File: config.mk
export PLATFORM = sky130hd
export DESIGN_NAME = mult_seq_ctrl
export DESIGN_NICKNAME = d
export VERILOG_FILES = /design/src/rtl/mult_seq_ctrl.sv
export SDC_FILE = /design/constraint.sdc
export NUM_CORES = 1
export LEC_CHECK = 0
export ABC_AREA = 1
export CAP_MARGIN = 15
export CORE_MARGIN = 2
export CORE_UTILIZATION = 50
export DETAILED_ROUTE_END_ITERATION = 8
export PLACE_DENSITY = 0.86
export SETUP_SLACK_MARGIN = 0.4
export SKIP_CTS_REPAIR_TIMING = 1
export SLEW_MARGIN = 10
export SYNTH_ARGS = -nofsm -noshare
export SYNTH_HDL_FRONTEND = slang
export SYNTH_SLANG_ARGS = --single-unit
File: constraint.sdc
create_clock -name clk -period 1.56 [get_ports clk]
set_input_delay 0.312 -clock clk [delete_from_list [all_inputs] [get_ports clk]]
set_output_delay 0.312 -clock clk [all_outputs]
set_load 0.02 [all_outputs]
File: src/rtl/mult_seq_ctrl.sv
// Shift-and-add multiplier, one partial product per clock, start/busy/done handshake.
// Optional build macro MULT_EARLY_TERM_EN: finish as soon as the remaining multiplier bits are zero.
module mult_seq_ctrl #(
  parameter int N = 4
) (
  input  logic           clk,
  input  logic           rst,
  input  logic           start,
  input  logic [N-1:0]   a,
  input  logic [N-1:0]   b,
  output logic           busy,
  output logic           done,
  output logic [2*N-1:0] result
);
  localparam int CW = $clog2(N+1);
  localparam logic [CW-1:0] LAST = CW'(N-1);

  typedef enum logic [1:0] {IDLE = 2'd0, RUN = 2'd1, DONE = 2'd2} state_t;

  state_t         state;
  logic [2*N-1:0] acc;
  logic [2*N-1:0] mcand;
  logic [N-1:0]   mplier;
  logic [CW-1:0]  cnt;
  logic [2*N-1:0] acc_nxt;
  logic           last;

  assign acc_nxt = mplier[0] ? acc + mcand : acc;

`ifdef MULT_EARLY_TERM_EN
  // Leave RUN on the edge that consumes the highest set multiplier bit,
  // so latency is 1 + msb index of b (b=0 also finishes after one edge).
  assign last = (cnt == LAST) || (mplier[N-1:1] == '0);
`else
  assign last = (cnt == LAST);
`endif

  always_ff @(posedge clk or posedge rst) begin
    if (rst) begin
      state  <= IDLE;
      acc    <= '0;
      mcand  <= '0;
      mplier <= '0;
      cnt    <= '0;
      busy   <= 1'b0;
      done   <= 1'b0;
      result <= '0;
    end else begin
      case (state)
        IDLE: begin
          done <= 1'b0;
          if (start) begin
            mcand  <= {{N{1'b0}}, a};
            mplier <= b;
            acc    <= '0;
            cnt    <= '0;
            busy   <= 1'b1;
            state  <= RUN;
          end
        end
        RUN: begin
          acc    <= acc_nxt;
          mcand  <= mcand << 1;
          mplier <= mplier >> 1;
          cnt    <= cnt + 1'b1;
          if (last) begin
            // Result must include this edge's partial product.
            result <= acc_nxt;
            done   <= 1'b1;
            state  <= DONE;
          end
        end
        DONE: begin
          done  <= 1'b0;
          busy  <= 1'b0;
          state <= IDLE;
        end
        default: begin
          done  <= 1'b0;
          busy  <= 1'b0;
          state <= IDLE;
        end
      endcase
    end
  end

endmodule
# [Yosys cells after proc, flatten, opt, wreduce, memory -nomap -nowiden]
# Cells that the tools add are included.
[word_totals] reg_bits=35 input_bits=11 output_inout_bits=10 word_cells=37
[classes] add_sub_neg=2 eq_ne=4 n_mux=16 bitwise=1 n_reduce_logical=6
[op_table] op="one-hot mux 8 bit (2 select lines)" count=2
[op_table] op="two-way mux 8 bit" count=3
[op_table] op="adder 8 bit" count=1
[op_table] op="one-hot mux 4 bit (2 select lines)" count=1
[op_table] op="AND reduction 2 bit" count=4
[op_table] op="one-hot mux 3 bit (2 select lines)" count=1
[op_table] op="two-way mux 2 bit" count=2
[op_table] op="two-way mux 4 bit" count=1
[op_table] op="inequality test 2 bit, second input constant" count=2
[op_table] op="one-hot mux 2 bit (2 select lines)" count=1
[op_table] op="adder 3 x 1 -> 3 bit, second input constant" count=1
[op_table] op="== test 3 x 2 -> 1 bit, second input constant" count=1
[op_table] op="two-way mux 1 bit" count=3
[op_table] op="two-way mux 3 bit" count=1
[op_table] op="== test 2 x 1 -> 1 bit, second input constant" count=1
[op_table] op="zero test 2 bit" count=1
[op_table] op="one-hot mux 1 bit (2 select lines)" count=1
[op_table] op="nonzero test 2 bit" count=1
[op_table] op="inverter 1 bit" count=1

# [Depth between registers and ports, before layout]
# Gate-level depths: netlist of run 1.
[logic_depth] depth_word=3 mapped_depth=10 ltp_nobuf=10

# [Worst setup path before layout of run 1]
# Ideal clock, no wire load.
[synth_timing] path_type="reg2reg" start="register acc[0]" end="register acc[6]" setup_ps=117 arrival_time_ps=1457 required_ps=1443 path_slack_ps=-14 path_stages_with_launch=11 n_path_buf=0 synth_period_minus_slack_ps=1574 path_cell_list="dfrtp_1 > ha_1 > fa_1 > nand2_2 > nand2_2 > nand3b_1 > nand2_1 > nand2_1 > nand3_1 > nand3_1 > nand2_1"
[synth_via] elab_chain_len=3
[synth_lines] item="start: declaration" line="21" source="logic [2*N-1:0] acc;"
[synth_lines] item="start signal: assignment" line="62" source="acc <= acc_nxt;"
[synth_lines] item="adder 8 bit" line="28" source="assign acc_nxt = mplier[0] ? acc + mcand : acc;"
[synth_lines] item="two-way mux 8 bit" line="28"
[synth_lines] item="one-hot mux 8 bit (2 select lines)" line="49" source="case (state)"
# No other way between the ends.
# A chain may end at the register's enable or synchronous reset.

# [Final worst setup path of run 1]
[layout_timing] start="register acc[0]" end="register result[6]"
[layout_via] elab_chain_len=2
[layout_lines] item="adder 8 bit" line="28"
[layout_lines] item="two-way mux 8 bit" line="28"
[layout_lines] item="end signal: assignment" line="68" source="result <= acc_nxt;"
[layout_lines] item="end: declaration" line="13" source="output logic [2*N-1:0] result"
# No other way between the ends.

==> key figures, run 1 <==
Global route
  – Largest net degree at the start of global routing: 36
  – First-pass GRT wire length: ~6.5 mm
  – GRT Overall Usage: about a fifth
  – Vias in the first global route: about 1,500
  – Global route overflow: 0
  – Initial antenna violation count: 0

Setup path
  – Worst Setup End Kind: flop
  – CP Launch Type: flop
  – WS Path Type: flop to flop
  – Crit path from: acc[0]$_DFFE_PP0P_
  – CP Data Arrival Time: 1.86 ns
  – Reg2reg setup slack: -0.11 ns
  – Crit Path Max Fanout: 2
  – Req. time, crit path: around 1.8 ns
  – Crit Reg-Reg Startpoint: acc[0]$_DFFE_PP0P_

Power and ir drop
  – Leakage power: around 1.3 nW
  – Clock Power Share: 13.2%
  – Cell Int Power: ~0.0036 W
  – Switching part of the total: a little over two fifths
  – Psw: about 0.0028 W
  – Cell area power density: roughly 2300 mW/mm^2
  – Combinational group share of total power: between 50% and 60%
  – Sequential share of power: 27.0%
  – Worst vdd ir: approximately 1.3 mV

Timing
  – Slew Limit Fails: 0
  – Fin crit period: 1.67 ns
  – Max_slew headroom: between 70% and 80%
  – Fin worst setup slack: -0.112 ns
  – Least-Margin Pin Slew: 0.356 ns
  – Tcrit/Tclk final: 107%
  – Unrepaired setup endpoints after global routing: yes
  – Fin. Hold Viols: 0
  – Fmax: between 500 and 600 MHz
  – # setup viols final: 7
  – Worst Clk Skew: approximately 0.0056 ns

Routing
  – Post-Route M1 WL: approximately 1.9 mm
  – Uppermost layer routed: met4
  – Vias per inst: 5.27
  – Final ANT Viol Nets: 0
  – Wire length on met3: about 240 um
  – Vias: around 1,600
  – DRT Pass-1 Iters: 4
  – Met2 WL: approximately 2.7 mm
  – Routed WL: roughly 4.8 mm
  – DR DRC count: 0
  – DR WL/cell: approximately 16 um
  – Detailed Route Iter0 Violations: 76

Worst hold path
  – Min-delay worst type: input pin to async pin

Place
  – Port Buf Inserts: 20
  – Placed cell count: 280
  – Dpl ws: -0.0614 ns
  – Hpwl dp: 2.73 mm
  – Final GP Congestion: 0.859

Die
  – Die Wd: about 65 um
  – Initial Utilization: 51.2%
  – I/O pins: 21
  – Die area: 0.00420 sq mm
  – Die height: about 65 um
  – Cell Rows: 22
  – CORE AREA: 0.00361 sq mm

Clock tree
  – Clock Tree Buf Depth: 2
  – Inserted Clock Buffers: 5
  – Clk_lat worst skew: ~0.30 ns
  – CTS tree: built
  – H-tree depth reported by CTS: 2
  – Clock transition at path regs: around 0.08 ns
  – Root Buffer: clkbuf_8
  – CTS sink count: 35

Finish
  – Layout cell share with drive strength beyond 1: 41.1%
  – Layout filler cell count: 250
  – Final std cells w/o fill: 311
  – Fin nets: 283
  – Number of inserted diodes: 0
  – Synth-to-Final Area Change: 48.6%

Yosys
  – #FFs+latches synth: 35
  – Syn avg cell area: ~9 sq um
  – Sequential area share after synthesis: 47.4%
  – Syn_nets: between 200 and 250
  – Syn Inst Count: approximately 210
  – Syn Std Cell Area: around 0.0018 sq mm
  – Cell variety after synth: 30
  – Yosys warnings: 0

Run
  – MaxCap Viol Count: 0

Status
  – Failing checks: setup timing
  – Status: complete, but fails checks
## stage by stage
stage	instance area (sq um)	utilization, %	total power [W]	hold WS [ns]	setup TNS (ns)
floorplan	1910	-	0.00366	0.446	0
global route	2750	76.2	0.00686	0.376	-1.10
detailed placement	2190	60.8	0.00440	0.469	-0.248
CTS	2300	63.9	0.00525	0.353	-0.456
finish	2750	76.2	0.00644	0.341	-0.455
global placement	2190	60.8	0.00428	0.461	-0.0164
## worst max-delay path, cell delays in order (launching register included)
cell	delay, ns
dfrtp_1	0.40
ha_2	0.21
fa_2	0.34
nand2_2	0.09
nand2_2	0.06
nand3b_1	0.10
nand2_1	0.06
nand2_1	0.07
nand3_2	0.07
nand3_1	0.10
nand2_1	0.06
## final cells by class
| class | instances | area, sq um | share of cell area [%] |
|---|---|---|---|
| Multi-Input combinational cell | 148 | 1090 | 39.5 |
| Inverter | 23 | 121 | 4.42 |
| Timing Repair Buffer | 48 | 482 | 17.5 |
| Clock inverter | 3 | 43.8 | 1.59 |
| Timing Repair inverter | 1 | 5.00 | 0.182 |
| Clock buffer | 5 | 68.8 | 2.51 |
| Tap cell | 48 | 60.1 | 2.19 |
| Sequential cell | 35 | 880 | 32.0 |
## flip-flops by register name, summed over array words and instances, names as in the netlist
signal and cells:
acc 8, mcand 8, result 8, mplier 4, cnt 3, state 2, busy 1, done 1
## final timing paths
path / endpoint / depth (start not counted)
max in group asynchronous: mplier[0]$_DFFE_PP0P_ / 3
setup reg to reg: result[6]$_DFFE_PP0P_ / 10
min in group clk: result[1]$_DFFE_PP0P_ / 2
hold / removal: cnt[1]$_DFFE_PP0P_ / 3
setup / recovery: result[6]$_DFFE_PP0P_ / 10
hold reg to reg: result[1]$_DFFE_PP0P_ / 2
## Yosys cell counts
| cell type | count | area (sq um) |
|---|---|---|
| xnor2_1 | 1 | 8.76 |
| buf_6 | 1 | 11.3 |
| nand3_1 | 12 | 60.1 |
| buf_4 | 3 | 22.5 |
| fa_1 | 1 | 20.0 |
| nand3b_4 | 1 | 20.0 |
| inv_1 | 19 | 71.3 |
| or2_4 | 1 | 8.76 |
| nor2_1 | 13 | 48.8 |
| nand2_1 | 58 | 218 |
| a21oi_1 | 4 | 20.0 |
| a22o_1 | 3 | 26.3 |
| o22ai_1 | 6 | 37.5 |
| nand2_2 | 2 | 12.5 |
| o21ai_0 | 3 | 15.0 |
| inv_2 | 4 | 15.0 |
| dfrtp_1 | 35 | 876 |
| or2_1 | 2 | 12.5 |
| nor2_2 | 1 | 6.26 |
| a22oi_1 | 1 | 7.51 |
| nand3b_1 | 1 | 7.51 |
| or2_2 | 3 | 18.8 |
| nor2_8 | 1 | 20.0 |
| o21ai_2 | 1 | 8.76 |
| ha_1 | 9 | 113 |
| o21ai_1 | 16 | 80.1 |
| o211ai_1 | 2 | 15.0 |
| nand3_2 | 4 | 40.0 |
| buf_2 | 1 | 5.00 |
| nand2_4 | 2 | 22.5 |
## placed cells by master, fill, tap and decap left out, types with 3 or more instances in the layout
cell	n
nand3_2	8
nand2_2	8
a22o_1	3
ha_4	5
nor2_2	6
o22ai_1	5
dfrtp_1	32
buf_4	20
buf_6	13
nand2_8	3
o21ai_2	5
or2_2	3
o21ai_1	14
inv_1	18
nand3_1	7
clkdlybuf4s50_1	10
clkbuf_8	5
nor2_1	6
nand2_1	50
dfrtp_2	3
## metal layers
layer	track usage [%]	vias to the layer above
met5	0	-
met4	6.65	0
met3	5.21	5
met2	37.1	36
met1	24.0	800
li1	-	798
## power groups by stage
stage                     clock network [W]  logic [W]  registers (W)
after CTS                          0.000846    0.00272        0.00168
after global placement                    0    0.00261        0.00167
final                              0.000848    0.00385        0.00174
after global routing               0.000884    0.00420        0.00178
after floorplan                           0    0.00193        0.00173
after detailed placement                  0    0.00270        0.00169
## cells by family (layout without fill, tap and decap cells)
family | count (synthesis) | after routing | share of synthesized area, %
buf+inv | 28 | 80 | 6.77
xor+xnor | 1 | 1 | 0.474
simple gates | 101 | 101 | 26.8
compound gates | 36 | 36 | 11.4
fa+ha+maj | 10 | 10 | 7.18
flops | 35 | 35 | 47.4
(Power assumes the default switching activity.)
==> inputs of run 2 (changes only) <==
Settings changed: CORE_UTILIZATION 50 to 55, DONT_BUFFER_PORTS from default to 1, PLACE_DENSITY 0.86 to 0.84.
==> key figures, run 2 (synthesis results as in run 1) <==
Setup path
  – Worst Setup End Kind: flop
  – Crit path from: mcand[0]$_DFFE_PP0P_
  – Worst Reg-to-Reg Cells: 10 (unchanged)
  – Delay-heaviest family, CP: simple AND/OR/NAND/NOR gates
  – CP Launch Type: flop
  – Setup crit end: acc[6]$_DFFE_PP0P_
  – Reg2reg setup slack: -0.13 ns (about the same)
  – Cell Chain, Critical Path: ha_2 -> fa_2 -> nand2_2 -> nand2_2 -> nand3b_1 -> nand2_1 -> nand2_1 -> nand3_2 -> nand3_2 -> nand2_1
  – Crit Reg-Reg Startpoint: mcand[0]$_DFFE_PP0P_
  – CP Buf/Inv Count: 0 (unchanged)
  – R2R Path End: acc[6]$_DFFE_PP0P_
  – Crit Path Max Fanout: 2 (unchanged)
  – Req. time, crit path: 1.81 ns (+0.06 ns)
  – CP Data Arrival Time: 1.94 ns (+0.08 ns)
  – Crit-path slowest cell: dfrtp_1
  – Crit-path max cell delay: 0.40 ns (about the same)
  – WS Path Type: flop to flop
  – Critical path depth: 10 (unchanged)
  – Cell mode on critical path: nand2_1

Worst hold path
  – Min-delay worst type: input pin to flop

Finish
  – Final std cells w/o fill: 280 (-10%)
  – Number of inserted diodes: 0 (unchanged)
  – Layout cell share with drive strength beyond 1: 38.5% (-2.6 points)
  – Most frequent cells in the layout: nand2_1, dfrtp_1, inv_1
  – Most common cell after layout, fill and taps aside: nand2_1
  – Fin nets: 254 (-10%)
  – Synth-to-Final Area Change: 29.9%
  – Largest registers: acc: 8 flops, mcand: 8 flops, result: 8 flops
  – Post-layout util: 73.1% (-3.1 points)

Routing
  – DRT Pass-1 Iters: 4 (unchanged)
  – Vias per inst: 5.62 (+6.6%)
  – Final ANT Viol Nets: 0 (unchanged)
  – DR DRC count: 0 (unchanged)
  – Routed WL: 5.01 mm (+3.9%)
  – Detailed Route Iter0 Violations: 66 (-13%)
  – DR WL/cell: 17.9 um (+15%)
  – Vias: 1,573 (-4.0%)

Clock tree
  – Clk_lat worst skew: 0.34 ns (+0.04 ns)
  – Root Buffer: clkbuf_4
  – CTS sink count: 35 (unchanged)
  – H-tree depth reported by CTS: 2 (unchanged)
  – CTS tree: built
  – Clock transition at path regs: 0.12 ns (+0.04 ns)
  – Inserted Clock Buffers: 5 (unchanged)
  – Clock Tree Buf Depth: 2 (unchanged)

Timing
  – Slew Limit Fails: 0 (unchanged)
  – Setup TNS: -0.568 ns (-0.114 ns)
  – Unrepaired setup endpoints after global routing: yes
  – Tcrit/Tclk final: 108% (+0.94 points)
  – Fin worst setup slack: -0.127 ns (-0.0147 ns)
  – WHS: 0.0929 ns (-0.248 ns)
  – Fin. Hold Viols: 0 (unchanged)
  – Fin crit period: 1.69 ns (+0.0147 ns)
  – Least-Margin Pin Slew: 0.444 ns (+0.0875 ns)
  – Worst Clk Skew: 0.00682 ns (+0.00126 ns)
  – # setup viols final: 7 (unchanged)
  – Max_slew headroom: 70.4% (-5.8 points)
  – Fmax: 593 MHz (-0.87%)

Die
  – Die Wd: 62.0 um (-4.4%)
  – CORE AREA: 0.00328 sq mm (-8.9%)
  – Cell Rows: 21 (-4.5%)
  – I/O pins: 21 (unchanged)
  – Initial Utilization: 56.3% (+5.0 points)
  – Die height: 62.0 um (-4.4%)
  – Die area: 0.00384 sq mm (-8.5%)

Place
  – Final GP Congestion: 0.842 (-2.0%)
  – Hpwl dp: 2.67 mm (-2.1%)
  – Placed cell count: 255 (-8.9%)
  – Port Buf Inserts: 0 (-100%)

Run
  – MaxCap Viol Count: 0 (unchanged)

Status
  – Status: complete, but fails checks
  – Failing checks: setup timing

Power and ir drop
  – Cell area power density: 2450 mW/mm^2 (+4.6%)
  – Overall power: 0.00589 W (-8.6%)
  – Leakage power: 1.12 nW (-14%)
  – Worst vdd ir: 1.69 mV (+27%)

Global route
  – Largest net degree at the start of global routing: 36 (unchanged)
  – Global route overflow: 0 (unchanged)
  – Initial antenna violation count: 0 (unchanged)
  – Vias in the first global route: 1,430 (-5.2%)
  – First-pass GRT wire length: 6.35 mm (-3.0%)
  – GRT Overall Usage: 23.5% (+2.8 points)
## run 2: cell count changes in the layout (fill, tap and decap cells not counted), sizes merged
cell	delta
bufinv	-1
clkinv	-4
clkdlybuf4s50	-10
buf	-18
dlygate4sd3	+1
clkinvlp	+2
inv	+3
clkbuf	-2
## run 2: final cells by class
cell class | instances | area, sq um
repair buffers | 19 | 200
clock buffers | 5 | 37.5
fillers | 206 | 885
well taps | 46 | 57.6
flip-flops and latches | 35 | 887
clock inverters | 3 | 20.0
multi-input cells | 148 | 1070
repair inverters | 1 | 8.76
inverters | 23 | 114
## run 2: metal layers
metal / GRT usage (%) / routed length, um / vias up
li1: - / - / 729
met1: 27.1 / 1890 / 761
met2: 39.4 / 2680 / 65
met3: 6.63 / 283 / 18
met4: 12.8 / 165 / 0
met5: 0 / 0 / -
## run 2: worst register-to-register path, stage by stage (launching register included)
cell and delay, ns:
dfrtp_1 0.40, ha_2 0.20, fa_2 0.36, nand2_2 0.10
nand2_2 0.06, nand3b_1 0.10, nand2_1 0.06, nand2_1 0.07
nand3_2 0.10, nand3_2 0.10, nand2_1 0.05
## run 2: where the power goes
part	switching, W	internal (W)
registers	0.000609	0.00133
clock network	0.000343	0.000172
logic	0.00187	0.00157
total	0.00282	0.00307
## run 2: through the flow
step                worst slack [ns]  area, sq um
detailed placement           -0.0744         1950
global route                  -0.254         2400
CTS                           -0.120         2010
global placement             -0.0101         1950
finish                        -0.127         2400
floorplan                     0.0630         1910
## run 2: worst min path at each step
stage | startpoint | to | cells after the start
floorplan | cnt[0]$_DFFE_PP0P_ | cnt[0]$_DFFE_PP0P_ | 1
global placement | rst | cnt[1]$_DFFE_PP0P_ | 2
detailed placement | rst | cnt[2]$_DFFE_PP0P_ | 2
CTS | rst | result[7]$_DFFE_PP0P_ | 2
global route | b[3] | mplier[3]$_DFFE_PP0P_ | 1
finish | a[1] | mcand[1]$_DFFE_PP0P_ | 2
